==> config.mk <==
export PLATFORM = sky130hd
export DESIGN_NAME = serial_frame_tx_flat
export DESIGN_NICKNAME = d
export VERILOG_FILES = /design/src/rtl/serial_frame_tx_pkg.sv /design/src/rtl/serial_frame_tx_if.sv /design/src/rtl/serial_frame_tx_strobe_timer.sv /design/src/rtl/serial_frame_tx.sv /design/src/flat_wrapper.sv
export SDC_FILE = /design/constraint.sdc
export NUM_CORES = 1
export LEC_CHECK = 0
export CORE_MARGIN = 2
export CORE_UTILIZATION = 54
export DETAILED_ROUTE_END_ITERATION = 8
export GPL_ROUTABILITY_DRIVEN = 0
export PLACE_DENSITY_LB_ADDON = 0.3
export SETUP_SLACK_MARGIN = 0.02
export SLEW_MARGIN = 20
export SYNTH_ARGS = -nofsm -noshare
export SYNTH_HDL_FRONTEND = slang
export SYNTH_SLANG_ARGS = --single-unit
==> constraint.sdc <==
create_clock -name CLK -period 3.1 [get_ports CLK]
set_input_delay 0.62 -clock CLK [delete_from_list [all_inputs] [get_ports CLK]]
set_output_delay 0.62 -clock CLK [all_outputs]
set_load 0.02 [all_outputs]
==> src/rtl/serial_frame_tx_pkg.sv <==
// Shared types and helpers for the serial frame transmitter.
package serial_frame_tx_pkg;

  typedef enum logic [1:0] {
    IDLE = 2'd0,
    LOW  = 2'd1,
    HIGH = 2'd2,
    FIN  = 2'd3
  } state_t;

  function automatic int clog2(input int v);
    int r;
    r = 0;
    while ((1 << r) < v) r++;
    return r;
  endfunction

endpackage

==> src/rtl/serial_frame_tx_if.sv <==
// Word handshake plus serial link to the downstream shift register.
interface serial_frame_tx_if #(parameter int N = 4);
  logic [N-1:0] DIN;
  logic         LOAD;
  logic         READY;
  logic         BUSY;
  logic         DONE;
  logic         SDATA;
  logic         SSHIFT;
  logic         SCLRN;

  modport master (output DIN, LOAD,
                  input  READY, BUSY, DONE, SDATA, SSHIFT, SCLRN);
  modport slave  (input  DIN, LOAD,
                  output READY, BUSY, DONE, SDATA, SSHIFT, SCLRN);
endinterface

==> src/rtl/serial_frame_tx_strobe_timer.sv <==
// Half-period counter: one-cycle tick every DIV cycles, held at 0 while cleared.
module strobe_timer
  import serial_frame_tx_pkg::*;
#(
  parameter int DIV = 2
) (
  input  logic clk_i,
  input  logic rst_i,
  input  logic clr_i,
  output logic tick_o
);
  localparam int CW = clog2(DIV);
  localparam logic [CW-1:0] LAST = CW'(DIV - 1);

  logic [CW-1:0] cnt_q, cnt_d;

  always_comb begin
    cnt_d = cnt_q + CW'(1);
    if (clr_i || cnt_q == LAST) cnt_d = '0;
  end

  always_ff @(posedge clk_i or posedge rst_i)
    if (rst_i) cnt_q <= '0;
    else       cnt_q <= cnt_d;

  assign tick_o = !clr_i && (cnt_q == LAST);
endmodule

==> src/rtl/serial_frame_tx.sv <==
// Parallel-in, serial-out frame transmitter driving a downstream shift register.
module serial_frame_tx
  import serial_frame_tx_pkg::*;
#(
  parameter int N   = 4,
  parameter int DIV = 2
) (
  input  logic               CLK,
  input  logic               RST,
  serial_frame_tx_if.slave   bus
);
  localparam int BW = clog2(N + 1);

  if (DIV < 2) begin : g_div_chk
    $error("serial_frame_tx: DIV must be >= 2");
  end
  if (N < 2) begin : g_n_chk
    $error("serial_frame_tx: N must be >= 2");
  end

  state_t        state_q;
  logic [N-2:0]  sreg_q;     // bits still to send; MSB goes straight to SDATA
  logic [BW-1:0] bitcnt_q;
  logic          ready_q, busy_q, done_q, sdata_q, sshift_q, sclrn_q;
  logic          tick, tmr_clr;

  assign tmr_clr = (state_q == IDLE) || (state_q == FIN);

  strobe_timer #(.DIV(DIV)) u_tmr (
    .clk_i (CLK),
    .rst_i (RST),
    .clr_i (tmr_clr),
    .tick_o(tick)
  );

  always_ff @(posedge CLK or posedge RST) begin
    if (RST) begin
      state_q  <= IDLE;
      sreg_q   <= '0;
      bitcnt_q <= '0;
      ready_q  <= 1'b0;
      busy_q   <= 1'b0;
      done_q   <= 1'b0;
      sdata_q  <= 1'b0;
      sshift_q <= 1'b0;
      sclrn_q  <= 1'b0;
    end else begin
      done_q <= 1'b0;
      case (state_q)
        IDLE: begin
          ready_q  <= 1'b1;
          busy_q   <= 1'b0;
          sshift_q <= 1'b0;
          sclrn_q  <= 1'b1;
          if (bus.LOAD && ready_q) begin
            sreg_q   <= bus.DIN[N-2:0];
            bitcnt_q <= BW'(N);
            sdata_q  <= bus.DIN[N-1];
            sclrn_q  <= 1'b0;
            ready_q  <= 1'b0;
            busy_q   <= 1'b1;
            state_q  <= LOW;
          end
        end
        LOW: begin
          // clear pulse lasts only the first LOW cycle of a frame
          sclrn_q <= 1'b1;
          if (tick) begin
            sshift_q <= 1'b1;
            state_q  <= HIGH;
          end
        end
        HIGH: begin
          if (tick) begin
            sshift_q <= 1'b0;
            bitcnt_q <= (bitcnt_q != '0) ? bitcnt_q - BW'(1) : '0;
            if (bitcnt_q > BW'(1)) begin
              sdata_q <= sreg_q[N-2];
              sreg_q  <= sreg_q << 1;
              state_q <= LOW;
            end else begin
              sdata_q <= 1'b0;
              done_q  <= 1'b1;
              state_q <= FIN;
            end
          end
        end
        default: begin
          ready_q <= 1'b1;
          busy_q  <= 1'b0;
          state_q <= IDLE;
        end
      endcase
    end
  end

  assign bus.READY  = ready_q;
  assign bus.BUSY   = busy_q;
  assign bus.DONE   = done_q;
  assign bus.SDATA  = sdata_q;
  assign bus.SSHIFT = sshift_q;
  assign bus.SCLRN  = sclrn_q;
endmodule

==> src/flat_wrapper.sv <==
// flat-port wrapper written by rule: the top's interface ports become plain ports
module serial_frame_tx_flat import serial_frame_tx_pkg::*;
#(
  parameter int N   = 4,
  parameter int DIV = 2
)
  (CLK, RST, bus_DIN, bus_LOAD, bus_READY, bus_BUSY, bus_DONE, bus_SDATA, bus_SSHIFT, bus_SCLRN);
  serial_frame_tx_if #(.N(N)) bus_i ();
  input  logic CLK;
  input  logic RST;
  input wire logic [$bits(bus_i.DIN)-1:0] bus_DIN;
  input wire logic [$bits(bus_i.LOAD)-1:0] bus_LOAD;
  output wire logic [$bits(bus_i.READY)-1:0] bus_READY;
  output wire logic [$bits(bus_i.BUSY)-1:0] bus_BUSY;
  output wire logic [$bits(bus_i.DONE)-1:0] bus_DONE;
  output wire logic [$bits(bus_i.SDATA)-1:0] bus_SDATA;
  output wire logic [$bits(bus_i.SSHIFT)-1:0] bus_SSHIFT;
  output wire logic [$bits(bus_i.SCLRN)-1:0] bus_SCLRN;
  assign bus_i.DIN = bus_DIN;
  assign bus_i.LOAD = bus_LOAD;
  assign bus_READY = bus_i.READY;
  assign bus_BUSY = bus_i.BUSY;
  assign bus_DONE = bus_i.DONE;
  assign bus_SDATA = bus_i.SDATA;
  assign bus_SSHIFT = bus_i.SSHIFT;
  assign bus_SCLRN = bus_i.SCLRN;
  serial_frame_tx #(.N(N), .DIV(DIV)) u_core (.CLK(CLK), .RST(RST), .bus(bus_i));
endmodule
Yosys cells after proc, flatten, opt, wreduce, memory -nomap -nowiden
Cells that the tools add are included. W data, S select, Z words.

Output and inout bits: 6. Logic and storage cells: 64. Register bits: 15.

Order comparisons: 1. Multiplexer cells: 29. Equality and inequality tests: 7. $add $sub $neg: 2. Reductions and logical operators: 15.

Operator list (number): $mux W3 (6); $pmux W3 S2 (2); $mux W1 (11); $reduce_and A3 Y1 (3); $mux W2 (4); $pmux W1 S2 (4); $ne A2 B1 Y1 const B (3); $pmux W2 S3 (1); $reduce_bool A3 Y1 (2); $eq A2 B2 Y1 const B (2); $reduce_and A4 Y1 (1); $reduce_bool A2 Y1 (2); $gt A3 B1 Y1 const B (1); $pmux W1 S3 (1); $sub A3 B1 Y3 const B (1); $eq A2 B1 Y1 const B (1); $logic_and A1 B1 Y1 (2); $logic_not A2 Y1 (1); $logic_or A1 B1 Y1 (2); $ne A2 B2 Y1 const B (1); $reduce_or A2 Y1 (1); $add A1 B1 Y1 const B (1); $logic_not A1 Y1 (1).

Depth between registers and ports, before layout
Depth in word-level cells: 6. Mapped depth: 6.

Hierarchy
A second synthesis with hierarchy kept.

Cell total of the unflattened synthesis: 68. Area, all modules: 778.2 um^2.

By module, submodules not included: serial_frame_tx (sequential area each 350.3 um^2, instances 1, area an instance 732.0 um^2, cells an instance 64); strobe_timer (sequential area each 25.0 um^2, instances 1, area an instance 46.3 um^2, cells an instance 4).

Worst setup path before layout
No wires, ideal clock.

Kind: reg-to-reg. From: reg u_core.state_q[0]. To: reg u_core.sdata_q (netlist: u_core.bus.SDATA). Slack: 1.428 ns. Stages on the path, launching flop included: 7. Path buffers: 1. Arrival: 1.545 ns. Data required time: 2.972 ns. Cell sequence: dfrtp_1 > inv_1 > ha_1 > buf_2 > a21boi_1 > nor3_2 > mux2_1.

Word-level cells in the longest chain between the ends: 6. Elaborated cells between the ends (all ways): 11.

Ends and longest elaborated chain: from (decl) (line serial_frame_tx.sv:21) `state_t state_q;`; from (signal assigned) (line serial_frame_tx.sv:38) `state_q <= IDLE;`; from (signal assigned) (line serial_frame_tx.sv:62) `state_q <= LOW;`; from (signal assigned) (line serial_frame_tx.sv:70) `state_q <= HIGH;`; $eq A2 B2 Y1 or $logic_not A2 Y1 (tied branches) (line serial_frame_tx.sv:27, serial_frame_tx.sv:49); $logic_or A1 B1 Y1 (line serial_frame_tx.sv:27) `assign tmr_clr = (state_q == IDLE) || (state_q == FIN);`; $logic_not A1 Y1 (line serial_frame_tx_strobe_timer.sv:26) `assign tick_o = !clr_i && (cnt_q == LAST);`; $logic_and A1 B1 Y1 (line serial_frame_tx_strobe_timer.sv:26); $ne A2 B1 Y1 (no line); $reduce_and A3 Y1 (no line); to (signal assigned) (line serial_frame_tx.sv:58) `sdata_q <= bus.DIN[N-1];`; to (signal assigned) (line serial_frame_tx.sv:78) `sdata_q <= sreg_q[N-2];`; to (decl) (line serial_frame_tx.sv:24) `logic ready_q, busy_q, done_q, sdata_q, sshift_q, sclrn_q;`.

Several ways; a longest one is shown, not always the timed one. A chain may end at the register's enable or synchronous reset.

Worst setup path after layout
Same ends and word-level chain as after synthesis.

==> flow_metrics.tcl <==
set metrics [dict create \
    setup_viol 0 \
    max-slew-margin-rel_pct 63.2 \
    cts_root_buf "clkbuf_4" \
    peakVddDrop_mv 0.665 \
    cts_tree "yes" \
    port_buffers 12 \
    use_met2_pct 32.7 \
    drive_gt1_share_pct 12.9 \
    viasPerCell 6.01 \
    io_pins 13 \
    grt_pass1_vias 574 \
    dr.pass1.iters 4 \
    power_density_nw_per_um2 1020 \
    synth-main-ff-cell "dfrtp_1" \
    cts_hold_buf 0 \
    ys_warn_count 0 \
    start_kind "flop" \
    die_h_um 42.8 \
    path_cells "inv_1 -> ha_1 -> a21boi_1 -> nor3_2 -> mux2_1" \
    synth_area_per_cell_sq_um 11.4 \
    vias 601 \
    async_reset_ff_share_pct 100 \
    fin_cells 100 \
    synth_edf_count 0 \
    nets 97 \
    cts_resized 0 \
    fill_cells 97 \
    outcome "finished clean" \
    drtIter0Drc 15 \
    hp-class "flop to flop" \
    cts-htree-levels 1 \
    reg2reg_slack_ns 1.07 \
    period_needed_ns 2.03 \
    drv_slew 0 \
    rsz0062_at_grt "false" \
    critPathTopFamily "adder cells" \
    ant_nets 0 \
    fmax_ghz 0.492 \
    clk_pin_slew_worst_paths_ns 0.09 \
    clk_latency_ns 0.29 \
    synthesis.nets 82 \
    syn-cell-area_sq_um 811 \
    maxCapViolations 0 \
    cts_sinks 15 \
    cts_made_buffers 3 \
    grt_util_met3_pct 4.26 \
    fin_total_pwr_uw 975 \
    syn2layout_area_growth_pct 18.4 \
    cts_setup_buffers 0 \
    max_stage_delay_ns 0.46 \
    crit_arrival_ns 2.20 \
    grt_pass1_wl_um 2740 \
    fin_crit_sh_pct 65.6 \
    synth_cell_types 38 \
    row_count 13 \
    timing_hold_violations_final 0 \
    drt-total-wl_um 1590 \
    cts_buffer_depth 2 \
    diodes 0 \
    finClkSkew_ns 0.00895 \
    ys_ff_latch 15 \
    worst_pin_slew_ns 0.551 \
    fin_setup_tns_ns 0 \
    cp_slowest_cell "ha_1" \
    power.leakage_nw 0.408 \
    dp_hpwl_um 1230 \
    ys_seq_area_share_pct 46.3 \
    dieArea_sq_um 1830 \
    grt-ovfl-total 0 \
    required_ns 3.27 \
    coreArea_sq_um 1350 \
    placedCellCount 96 \
    wl_per_cell_um 15.9 \
    end_kind "flop" \
    die_w_um 42.8 \
    grt_usage_pct 20.4 \
    drc 0 \
    dp_slack_ns 1.05 \
    grt_use_met1_pct 25.1 \
    crit_type "flop to flop" \
    synth_cells 71 \
    grt_max_degree 16 \
    critPathMaxFanout 12 \
    busiest_layer "met2" \
    path_buf_inv 1 \
    initial_utilization_pct 60.1 \
    antenna_found_initial 0 \
    setup_slack_ns 1.07 \
]
-- cells in the mapped netlist (all sizes together), types with 2 or more instances --
master	count	area (sq um)
a211o	2	17.5
nand2	5	18.8
nor4	2	18.8
a21boi	2	26.3
ha	4	50.1
nor2	3	13.8
inv	6	22.5
o221a	2	22.5
or3	3	23.8
nand3	3	27.5
or2	2	12.5
dfrtp	15	375
nor2b	2	12.5
mux2	2	22.5
buf	2	16.3
o21ai	2	10.0
-- kinds of logic (layout without fill, tap and decap cells) --
group           count (synthesis)  count (layout)  synth area share [%]
fa+ha+maj                       4               4                  6.17
flops                          15              15                  46.3
simple gates                   25              25                  21.3
compound gates                 16              16                  17.4
mux                             3               3                  4.01
buf+inv                         8              22                  4.78
-- power breakdown --
part | internal, mW | leakage (nW) | switching [mW]
clock | 0.0501 | 0.0150 | 0.0629
combinational | 0.238 | 0.210 | 0.283
sequential | 0.271 | 0.183 | 0.0693
-- cells in the final DEF (no fill, tap or decap), types with 2 or more instances in the layout --
master | synthesis | layout
a211o_1 | 2 | 2
clkbuf_4 | 0 | 3
clkdlybuf4s50_1 | 0 | 12
dfrtp_1 | 15 | 15
ha_1 | 4 | 4
inv_1 | 6 | 6
nand2_1 | 5 | 5
nand3_1 | 2 | 2
nor2_1 | 2 | 2
nor2b_1 | 2 | 2
o221a_1 | 2 | 2
or2_1 | 2 | 2
or3_1 | 2 | 2
-- area by class of cell --
cell class | instances | area, sq um | share of cell area, %
Inverter | 6 | 22.5 | 2.35
Clock buffer | 4 | 26.3 | 2.74
Tap cell | 15 | 18.8 | 1.96
Timing Repair Buffer | 12 | 120 | 12.5
Multi-Input combinational cell | 48 | 397 | 41.3
Sequential cell | 15 | 375 | 39.1
-- per-layer routing --
| layer | up-vias | wire [um] | part of all wire [%] |
|---|---|---|---|
| li1 | 289 | - | - |
| met1 | 282 | 709 | 45 |
| met2 | 22 | 737 | 46 |
| met3 | 8 | 82 | 5.2 |
| met4 | 0 | 57 | 3.6 |
| met5 | - | 0 | 0 |
-- sequential cells by signal (all words and copies together) (netlist names) --
signal and cells:
u_core.bus.SSHIFT 1, u_core.bus.DONE 1, u_core.sreg_q 3, u_core.u_tmr.cnt_q 1, u_core.bus.SCLRN 1, u_core.bus.READY 1
u_core.state_q 2, u_core.bus.BUSY 1, u_core.bitcnt_q 3, u_core.bus.SDATA 1
-- stage by stage --
stage | util (%) | cell area [sq um] | hold WS (ns)
after global routing | 71.1 | 960 | 0.524
after CTS | 71.1 | 960 | 0.493
final | 71.1 | 960 | 0.488
after floorplan | - | 811 | 0.477
after detailed placement | 69.1 | 933 | 0.474
after global placement | 69.1 | 933 | 0.469
-- path summary, 6_finish.rpt --
| kind | start | end | depth (start not counted) |
|---|---|---|---|
| max in group asynchronous | RST | u_core.bus.SDATA | 2 |
| min | u_core.bus.SDATA | u_core.bus.SDATA | 1 |
| max reg2reg | u_core.state_q[0] | u_core.bus.SDATA | 5 |
| min reg2reg | u_core.bus.SDATA | u_core.bus.SDATA | 1 |
| max | u_core.state_q[0] | u_core.bus.SDATA | 5 |
| min in group asynchronous | RST | u_core.bus.BUSY | 2 |
No activity file was read; power rests on OpenSTA's default activity.
